===== src/rtl/vlc_block_unpacker_if.sv =====
// Stream bundle for the VLC block unpacker: packed-block input, symbol output, error report.
// The slave modport is the unpacker side; master is the producer/consumer side.
interface vlc_block_unpacker_if #(
    parameter int unsigned NSYM  = 64,
    parameter int unsigned BLK_W = 512,
    parameter int unsigned HDR_W = 4,
    parameter int unsigned MAX_L = 8
);
    localparam int unsigned IDX_W = $clog2(NSYM);
    localparam int unsigned NB_W  = $clog2(BLK_W / 8) + 1;

    logic             in_valid;
    logic             in_ready;
    logic [BLK_W-1:0] in_data;
    logic [NB_W-1:0]  in_nbytes;
    logic             out_valid;
    logic             out_ready;
    logic [MAX_L-1:0] out_sym;
    logic [HDR_W-1:0] out_len;
    logic [IDX_W-1:0] out_idx;
    logic             out_last;
    logic             err_valid;
    logic [1:0]       err_code;

    modport master (
        output in_valid, in_data, in_nbytes, out_ready,
        input  in_ready, out_valid, out_sym, out_len, out_idx, out_last, err_valid, err_code
    );

    modport slave (
        input  in_valid, in_data, in_nbytes, out_ready,
        output in_ready, out_valid, out_sym, out_len, out_idx, out_last, err_valid, err_code
    );
endinterface


===== src/rtl/vlc_block_unpacker.sv =====
// Unpacks a left-justified block of length-prefixed symbols, one symbol per output handshake,
// walking the block MSB-first with a shift register.
module vlc_block_unpacker #(
    parameter int unsigned NSYM  = 64,
    parameter int unsigned BLK_W = 512,
    parameter int unsigned HDR_W = 4,
    parameter int unsigned MAX_L = 8
) (
    input logic clk,
    input logic rst,
    vlc_block_unpacker_if.slave bus
);
    localparam int unsigned IDX_W = $clog2(NSYM);
    localparam int unsigned NB_W  = $clog2(BLK_W / 8) + 1;
    localparam int unsigned CNT_W = $clog2(BLK_W) + 1;

    typedef enum logic [1:0] {StIdle, StParse, StEmit, StErr} state_e;

    state_e           state_q, state_d;
    logic [BLK_W-1:0] blk_q, blk_d;
    logic [CNT_W-1:0] bits_left_q, bits_left_d;
    logic [IDX_W-1:0] idx_q, idx_d;
    logic [MAX_L-1:0] sym_q, sym_d;
    logic [HDR_W-1:0] len_q, len_d;
    logic [IDX_W-1:0] out_idx_q, out_idx_d;
    logic             last_q, last_d;
    logic [1:0]       err_code_q, err_code_d;

    logic [HDR_W-1:0] hdr;
    logic [MAX_L-1:0] payload_top;
    logic [CNT_W-1:0] step;
    logic [CNT_W-1:0] bits_rem;
    logic             nbytes_ok;

    assign hdr         = blk_q[BLK_W-1 -: HDR_W];
    assign payload_top = blk_q[BLK_W-HDR_W-1 -: MAX_L];
    assign step        = CNT_W'(len_q) + CNT_W'(HDR_W);
    assign bits_rem    = bits_left_q - step;
    assign nbytes_ok   = (bus.in_nbytes != '0) && (bus.in_nbytes <= NB_W'(BLK_W / 8));

    always_comb begin
        state_d     = state_q;
        blk_d       = blk_q;
        bits_left_d = bits_left_q;
        idx_d       = idx_q;
        sym_d       = sym_q;
        len_d       = len_q;
        out_idx_d   = out_idx_q;
        last_d      = last_q;
        err_code_d  = err_code_q;
        unique case (state_q)
            StIdle: begin
                if (bus.in_valid) begin
                    blk_d       = bus.in_data;
                    bits_left_d = CNT_W'({bus.in_nbytes, 3'b000});
                    idx_d       = IDX_W'(NSYM - 1);
                    if (nbytes_ok) begin
                        state_d = StParse;
                    end else begin
                        state_d    = StErr;
                        err_code_d = 2'd2;
                    end
                end
            end
            StParse: begin
                if (hdr > HDR_W'(MAX_L)) begin
                    state_d    = StErr;
                    err_code_d = 2'd1;
                end else if (CNT_W'(hdr) + CNT_W'(HDR_W) > bits_left_q) begin
                    state_d    = StErr;
                    err_code_d = 2'd2;
                end else begin
                    // Right-align the top L payload bits; a shift of MAX_L yields zero for L=0.
                    sym_d     = payload_top >> (HDR_W'(MAX_L) - hdr);
                    len_d     = hdr;
                    out_idx_d = idx_q;
                    last_d    = (idx_q == '0);
                    state_d   = StEmit;
                end
            end
            StEmit: begin
                if (bus.out_ready) begin
                    blk_d       = blk_q << step;
                    bits_left_d = bits_rem;
                    last_d      = 1'b0;
                    if (idx_q == '0) begin
                        if (bits_rem >= CNT_W'(8)) begin
                            state_d    = StErr;
                            err_code_d = 2'd3;
                        end else begin
                            state_d = StIdle;
                        end
                    end else begin
                        idx_d   = idx_q - 1'b1;
                        state_d = StParse;
                    end
                end
            end
            StErr: begin
                state_d = StIdle;
            end
            default: begin
                state_d = StIdle;
            end
        endcase
    end

    always_ff @(posedge clk) begin
        if (rst) begin
            state_q     <= StIdle;
            blk_q       <= '0;
            bits_left_q <= '0;
            idx_q       <= '0;
            sym_q       <= '0;
            len_q       <= '0;
            out_idx_q   <= '0;
            last_q      <= 1'b0;
            err_code_q  <= '0;
        end else begin
            state_q     <= state_d;
            blk_q       <= blk_d;
            bits_left_q <= bits_left_d;
            idx_q       <= idx_d;
            sym_q       <= sym_d;
            len_q       <= len_d;
            out_idx_q   <= out_idx_d;
            last_q      <= last_d;
            err_code_q  <= err_code_d;
        end
    end

    assign bus.in_ready  = (state_q == StIdle);
    assign bus.out_valid = (state_q == StEmit);
    assign bus.out_sym   = sym_q;
    assign bus.out_len   = len_q;
    assign bus.out_idx   = out_idx_q;
    assign bus.out_last  = last_q;
    assign bus.err_valid = (state_q == StErr);
    assign bus.err_code  = err_code_q;
endmodule


===== src/flat_wrapper.sv =====
// flat-port wrapper written by rule: the top's interface ports become plain ports
module vlc_block_unpacker_flat 
#(
    parameter int unsigned NSYM  = 64,
    parameter int unsigned BLK_W = 512,
    parameter int unsigned HDR_W = 4,
    parameter int unsigned MAX_L = 8
)
  (clk, rst, bus_in_valid, bus_in_data, bus_in_nbytes, bus_out_ready, bus_in_ready, bus_out_valid, bus_out_sym, bus_out_len, bus_out_idx, bus_out_last, bus_err_valid, bus_err_code);
  vlc_block_unpacker_if #(.NSYM(NSYM), .BLK_W(BLK_W), .HDR_W(HDR_W), .MAX_L(MAX_L)) bus_i ();
  input logic clk;
  input logic rst;
  input wire logic [$bits(bus_i.in_valid)-1:0] bus_in_valid;
  input wire logic [$bits(bus_i.in_data)-1:0] bus_in_data;
  input wire logic [$bits(bus_i.in_nbytes)-1:0] bus_in_nbytes;
  input wire logic [$bits(bus_i.out_ready)-1:0] bus_out_ready;
  output wire logic [$bits(bus_i.in_ready)-1:0] bus_in_ready;
  output wire logic [$bits(bus_i.out_valid)-1:0] bus_out_valid;
  output wire logic [$bits(bus_i.out_sym)-1:0] bus_out_sym;
  output wire logic [$bits(bus_i.out_len)-1:0] bus_out_len;
  output wire logic [$bits(bus_i.out_idx)-1:0] bus_out_idx;
  output wire logic [$bits(bus_i.out_last)-1:0] bus_out_last;
  output wire logic [$bits(bus_i.err_valid)-1:0] bus_err_valid;
  output wire logic [$bits(bus_i.err_code)-1:0] bus_err_code;
  assign bus_i.in_valid = bus_in_valid;
  assign bus_i.in_data = bus_in_data;
  assign bus_i.in_nbytes = bus_in_nbytes;
  assign bus_i.out_ready = bus_out_ready;
  assign bus_in_ready = bus_i.in_ready;
  assign bus_out_valid = bus_i.out_valid;
  assign bus_out_sym = bus_i.out_sym;
  assign bus_out_len = bus_i.out_len;
  assign bus_out_idx = bus_i.out_idx;
  assign bus_out_last = bus_i.out_last;
  assign bus_err_valid = bus_i.err_valid;
  assign bus_err_code = bus_i.err_code;
  vlc_block_unpacker #(.NSYM(NSYM), .BLK_W(BLK_W), .HDR_W(HDR_W), .MAX_L(MAX_L)) u_core (.clk(clk), .rst(rst), .bus(bus_i));
endmodule

===== config.mk =====
export PLATFORM = sky130hd
export DESIGN_NAME = vlc_block_unpacker_flat
export DESIGN_NICKNAME = d
export VERILOG_FILES = /design/src/rtl/vlc_block_unpacker_if.sv /design/src/rtl/vlc_block_unpacker.sv /design/src/flat_wrapper.sv
export SDC_FILE = /design/constraint.sdc
export NUM_CORES = 2
export LEC_CHECK = 0
export BUFFER_PORTS_ARGS = -buffer_cell sky130_fd_sc_hd__buf_2
export CAP_MARGIN = 30
export CORE_MARGIN = 2
export CORE_UTILIZATION = 45
export CTS_CLUSTER_DIAMETER = 120
export CTS_CLUSTER_SIZE = 8
export DETAILED_ROUTE_END_ITERATION = 8
export MAX_ROUTING_LAYER = met4
export PLACE_DENSITY_LB_ADDON = 0.1
export SLEW_MARGIN = 30
export SYNTH_ARGS = -nofsm -noshare
export SYNTH_HDL_FRONTEND = slang
export SYNTH_SLANG_ARGS = --single-unit

===== constraint.sdc =====
create_clock -name clk -period 8.5 [get_ports clk]
set_input_delay 1.7 -clock clk [delete_from_list [all_inputs] [get_ports clk]]
set_output_delay 1.7 -clock clk [all_outputs]
set_load 0.01 [all_outputs]

Word-level counts from Yosys, hierarchy flattened
Cells that the tools add are included.

Add/subtract/negate cells: 5. $lt $le $gt $ge: 4. Eq/ne operators: 12. Shift-type cells: 2. Muxes and demuxes: 30. Bitwise logic cells: 2. Reduce and logical (&&, ||, !) cells: 13.

Operator list (number): $mux W512 (2); $pmux W512 S2 (1); $shl A512 B10 Y512 (1); $mux W2 (13); $mux W10 (2); $pmux W10 S2 (1); $mux W6 (3); $ne A2 B2 Y1 const B (6); $pmux W6 S2 (1); $add A4 B3 Y5 const B (2); $ge A10 B4 Y1 const B (1); $gt A10 B10 Y1 (1); $sub A10 B10 Y10 (1); $pmux W2 S4 (1); $reduce_and A4 Y1 (2); $shr A8 B4 Y8 (1); $le A7 B7 Y1 const B (1); $reduce_and A7 Y1 (1); $reduce_bool A7 Y1 (1); $logic_not A6 Y1 (1); $pmux W2 S3 (1); $reduce_and A3 Y1 (2); $sub A6 B1 Y6 const B (1); $eq A2 B2 Y1 const B (2); other kinds (13) (19).

Bits in registers: 551. Input bits: 523. Output and inout port bits: 24. Logic and storage cells: 77.

Depth between registers and ports, before layout
Word-level depth: 7. Mapped depth: 15. Depth with buffers taken out: 11.

Least setup slack after synthesis
OpenSTA, ideal clock, no wires.

Kind: input to register. From: in bus_in_nbytes[1]. To: reg u_core.err_code_q[1] (netlist: u_core.bus.err_code[1]). Library setup time: 86 ps. Arrival: 3336 ps. Data required time: 8414 ps. Path slack: 5078 ps. Stages: 7. Buffers on the path: 0. Path through: or4_1 > or4_1 > a21boi_0 > o21ai_0 > nor3_1 > o21ai_1 > a211oi_1.

Cells in the longest elaborated chain, start to end: 4. Elaborated cells on any way between the ends: 5. Classes of those cells: order compare: 1; eq/ne: 1; reduce/logical: 3.

RTL lines: from (decl) (RTL line flat_wrapper.sv:15) `input wire logic [$bits(bus_i.in_nbytes)-1:0] bus_in_nbytes;`; $le A7 B7 Y1 or $reduce_bool A7 Y1 (tied branches) (RTL line vlc_block_unpacker.sv:39) `assign nbytes_ok = (bus.in_nbytes != '0) && (bus.in_nbytes <= NB_W'(BLK_W / 8));`; $logic_and A1 B1 Y1 * (RTL line vlc_block_unpacker.sv:39); $ne A2 B2 Y1 (no source line) *; $reduce_and A7 Y1 (no source line) *; to (signal assigned) (RTL line vlc_block_unpacker.sv:128) `err_code_q <= err_code_d;`; to (decl) (RTL line vlc_block_unpacker.sv:27) `logic [1:0] err_code_q, err_code_d;`.

Every way passes the cells marked *; elsewhere a longest branch is shown, timed or not. A chain may end at the register's enable or synchronous reset.

Final worst setup path
From: reg u_core.len_q[2] (netlist: u_core.bus.out_len[2]). To: reg u_core.blk_q[450].

Cells in the longest elaborated chain, start to end: 4.

RTL lines: from (decl) (RTL line vlc_block_unpacker.sv:24) `logic [HDR_W-1:0] len_q, len_d;`; from (signal assigned) (RTL line vlc_block_unpacker.sv:125) `len_q <= len_d;`; $add A4 B3 Y5 (RTL line vlc_block_unpacker.sv:37) `assign step = CNT_W'(len_q) + CNT_W'(HDR_W);`; $shl A512 B10 Y512 (RTL line vlc_block_unpacker.sv:83) `blk_d = blk_q << step;`; $mux W512 (RTL line vlc_block_unpacker.sv:82) `if (bus.out_ready) begin`; $pmux W512 S2 (RTL line vlc_block_unpacker.sv:51) `unique case (state_q)`; to (signal assigned) (RTL line vlc_block_unpacker.sv:121) `blk_q <= blk_d;`; to (decl) (RTL line vlc_block_unpacker.sv:20) `logic [BLK_W-1:0] blk_q, blk_d;`.

No other way between the ends. The select of a mux whose other input is x is not followed.

==> impl_metrics.ini <==
[floorplanning]
die_w_um = 356
fp.coreArea_mm2 = 0.123
die_area_mm2 = 0.127
initial_core_util_pct = 45.2
ios = 547
dieHeight_um = 356
rows = 129

[timing]
hold_viol = 0
setup-violations-final = 0
hold_ws_ns = 0.456
clock.fmax_ghz = 0.218
rsz0062_at_grt = false
fin_setup_tns_ns = 0
slew_headroom_pct = 6.19
skew_ns = 0.0403
fin_crit_sh_pct = 54.1
tightest_slew_ns = 1.41
period_needed_ns = 4.60
slew_viol_final = 0

[finish]
seq_area_mm2 = 0.0110
final_nets = 7262
drive_gt1_share_pct = 23.8
multi_input_area_mm2 = 0.0413
nFillCells = 12313
syn_to_final_growth_pct = 8.10

[critical_path]
cp.buffers_inverters = 2
start_kind = flip-flop
cp_max_fo = 171
crit_path_cell_trace = ha_4, inv_6, nand2_4, buf_12, o22ai_1, a211oi_1, nor3_1
end_kind = flip-flop
crit_arrival_ns = 5.11
cp_slowest_cell = dfxtp_4
cp_top_family = buffers and inverters
crit_path_max_incr_delay_ns = 0.75
crit_type = flip-flop to flip-flop
required_ns = 9.01

[clock_tree]
htreeDepth = 3
ctsResizeCount = 0
cts_hold_buf = 0
post-cts-setup-buffers = 0
numCtsBuffers = 78
clock_latency_ns = 0.70
cts-root-buf = clkbuf_16
clock_path_buffers = 3
clk_pin_slew_ns = 0.05
clock_sinks = 551
cts_tree = yes

[yosys]
synth_fa_ha_area_share_pct = 0.481
mappedNetlistNets = 7272
synth-xor-area-share_pct = 0.204
synth_compound_gate_area_share_pct = 18.4
synth_seq_cells = 551
synth_edf_count = 0
synth-simple-area-share_pct = 18.1
synth_mux_area_share_pct = 36.6
synthArstFlopShare_pct = 0
synth_ff_type = dfxtp_1
yosys_warnings = 0
syn_area_mm2 = 0.0557
ys_seq_area_share_pct = 19.8
syn_avg_cell_area_um2 = 8.28
syn_inst = 6729
synth_top_family_by_area = multiplexers
ys_types = 66

[route]
drc_errors = 12
viasPerCell = 6.76
drt_iter0_markers = 7037
wl_per_cell_um = 28.2
num_vias = 56697
wl_mm = 236
ant_nets = 0
dr.pass1.iters = 9

[placement]
place_hpwl_mm = 163
gp_congestion = 0.937
port_buffers = 546

[global_route]
antenna_found_initial = 29
use_met1_pct = 50.9
grt_util_all_layers_pct = 36.9
globalRoute.totalOverflow = 0
grt_pass1_wl_mm = 350
grt_busiest_layer = met2
grt_pass1_vias = 53075
use_met3_pct = 6.52
use_met2_pct = 54.7
grt_max_degree = 202

[flow_run]
drv_cap = 0

[power]
vdd_ir_drop_max_v = 0.000360
p_per_area_mw_per_mm2 = 394
leakage_uw = 0.0237

[run_status]
violations = DRC
status = complete, but fails checks

[hold_path]
min_path_type = flip-flop to flip-flop
==> metal layers <==
layer | routed length (um) | vias to the layer above
met5 | 0 | -
met2 | 106000 | 3290
met1 | 98000 | 27832
met3 | 23800 | 426
met4 | 8810 | 0
li1 | - | 25149
==> cell families (layout without fill, tap and decap cells) <==
kind of cell    Yosys count  in the layout
simple gates           2518           2518
mux                    1256           1256
compound gates         1619           1619
fa+ha+maj                21             21
buf+inv                 751            749
xor+xnor                 13             13
other cells               0             17
flops                   551            551
==> metrics by stage <==
stage          std cells  area (um2)  util, %  setup slack (ns)  total power, uW
6_report            8381       60200     48.8              3.90            23700
4_1_cts             8360       60100     48.7              3.80            23300
5_1_grt             8376       60200     48.8              3.69            25100
3_5_place_dp        8272       58000     47.0              3.57            20300
3_3_place_gp        8272       58000     47.0              3.59            20100
2_1_floorplan       6729       55700        -              5.08            15900
==> worst paths after layout <==
check                                           start                    end  slack (ns)  depth (start not counted)
worst max-delay path            u_core.bus.out_len[2]      u_core.blk_q[450]        3.90                          7
worst min-delay path            u_core.bus.out_sym[0]  u_core.bus.out_sym[0]        0.46                          2
worst max register to register  u_core.bus.out_len[2]      u_core.blk_q[450]        3.90                          7
worst min register to register  u_core.bus.out_sym[0]  u_core.bus.out_sym[0]        0.46                          2
==> synth_stat cells (all sizes together), types with 9 or more instances <==
cell / number / area share, %
a211oi: 357 / 4.8
a21o: 11 / 0.15
a21oi: 383 / 3.4
a221o: 25 / 0.45
a221oi: 29 / 0.46
a22oi: 24 / 0.32
a31oi: 23 / 0.26
a32oi: 9 / 0.14
and2: 10 / 0.11
buf: 338 / 3.6
clkbuf: 382 / 2.6
dfxtp: 551 / 20
ha: 19 / 0.43
inv: 29 / 0.20
mux2: 168 / 3.4
mux2i: 481 / 8.6
mux4: 607 / 25
nand2: 1425 / 9.6
nand2b: 9 / 0.10
nand3: 88 / 0.79
nor2: 648 / 4.4
nor3: 295 / 2.6
nor4: 12 / 0.13
o211ai: 13 / 0.18
o21a: 14 / 0.19
o21ai: 436 / 3.9
o221a: 71 / 1.4
o22ai: 187 / 2.1
==> worst reg2reg max path, cell delays in order (launching register included) <==
cell and delay (ns):
dfxtp_4 0.75, ha_4 0.77, inv_6 0.44, nand2_4 0.61
buf_12 0.47, o22ai_1 0.91, a211oi_1 0.40, nor3_1 0.09
==> layout make-up <==
class | instances | area share (%)
diodes | 17 | 0.0706
clock buffers | 84 | 3.38
clock inverters | 4 | 0.0582
inverters | 31 | 0.241
multi-input cells | 5427 | 68.5
flip-flops and latches | 551 | 18.3
well taps | 1637 | 3.40
repair buffers | 630 | 6.02
==> flip-flops by register name, summed over array words and instances (netlist names) <==
register             flops
u_core.idx_q             6
u_core.state_q           2
u_core.bus.out_last      1
u_core.bus.out_idx       6
u_core.blk_q           512
u_core.bits_left_q      10
u_core.bus.out_sym       8
u_core.bus.out_len       4
u_core.bus.err_code      2
==> where the power goes <==
| part | switching, uW | internal (uW) | total, uW |
|---|---|---|---|
| sequential | 2050 | 3610 | 5660 |
| clock | 1330 | 1670 | 3000 |
| combinational | 8930 | 6120 | 15100 |
| total | 12300 | 11400 | 23700 |
==> cells in the final DEF (no fill, tap or decap), types with 8 or more instances in the layout <==
| master | netlist | final |
|---|---|---|
| a32oi_1 | 9 | 9 |
| a21oi_1 | 383 | 382 |
| buf_12 | 6 | 12 |
| buf_2 | 209 | 545 |
| dfxtp_1 | 551 | 548 |
| o211ai_1 | 13 | 13 |
| diode_2 | 0 | 17 |
| mux2_2 | 168 | 168 |
| o22ai_1 | 187 | 187 |
| nand3_1 | 88 | 87 |
| a31oi_1 | 23 | 23 |
| o21a_1 | 14 | 14 |
| mux4_2 | 607 | 607 |
| nor2_1 | 648 | 642 |
| ha_1 | 19 | 16 |
| o221a_2 | 71 | 71 |
| buf_4 | 34 | 62 |
| o21ai_0 | 434 | 434 |
| nor3_1 | 295 | 295 |
| inv_1 | 28 | 26 |
| a221o_1 | 25 | 25 |
| a22oi_1 | 24 | 24 |
| nand2_1 | 1425 | 1421 |
| and2_1 | 10 | 10 |
| clkbuf_16 | 0 | 81 |
| a221oi_1 | 29 | 29 |
| a21o_1 | 11 | 11 |
| mux2i_1 | 481 | 481 |
| nand2b_1 | 9 | 9 |
| xnor2_1 | 8 | 8 |
| a211oi_1 | 353 | 353 |
| nor4_1 | 12 | 12 |
(Power assumes the default switching activity.)
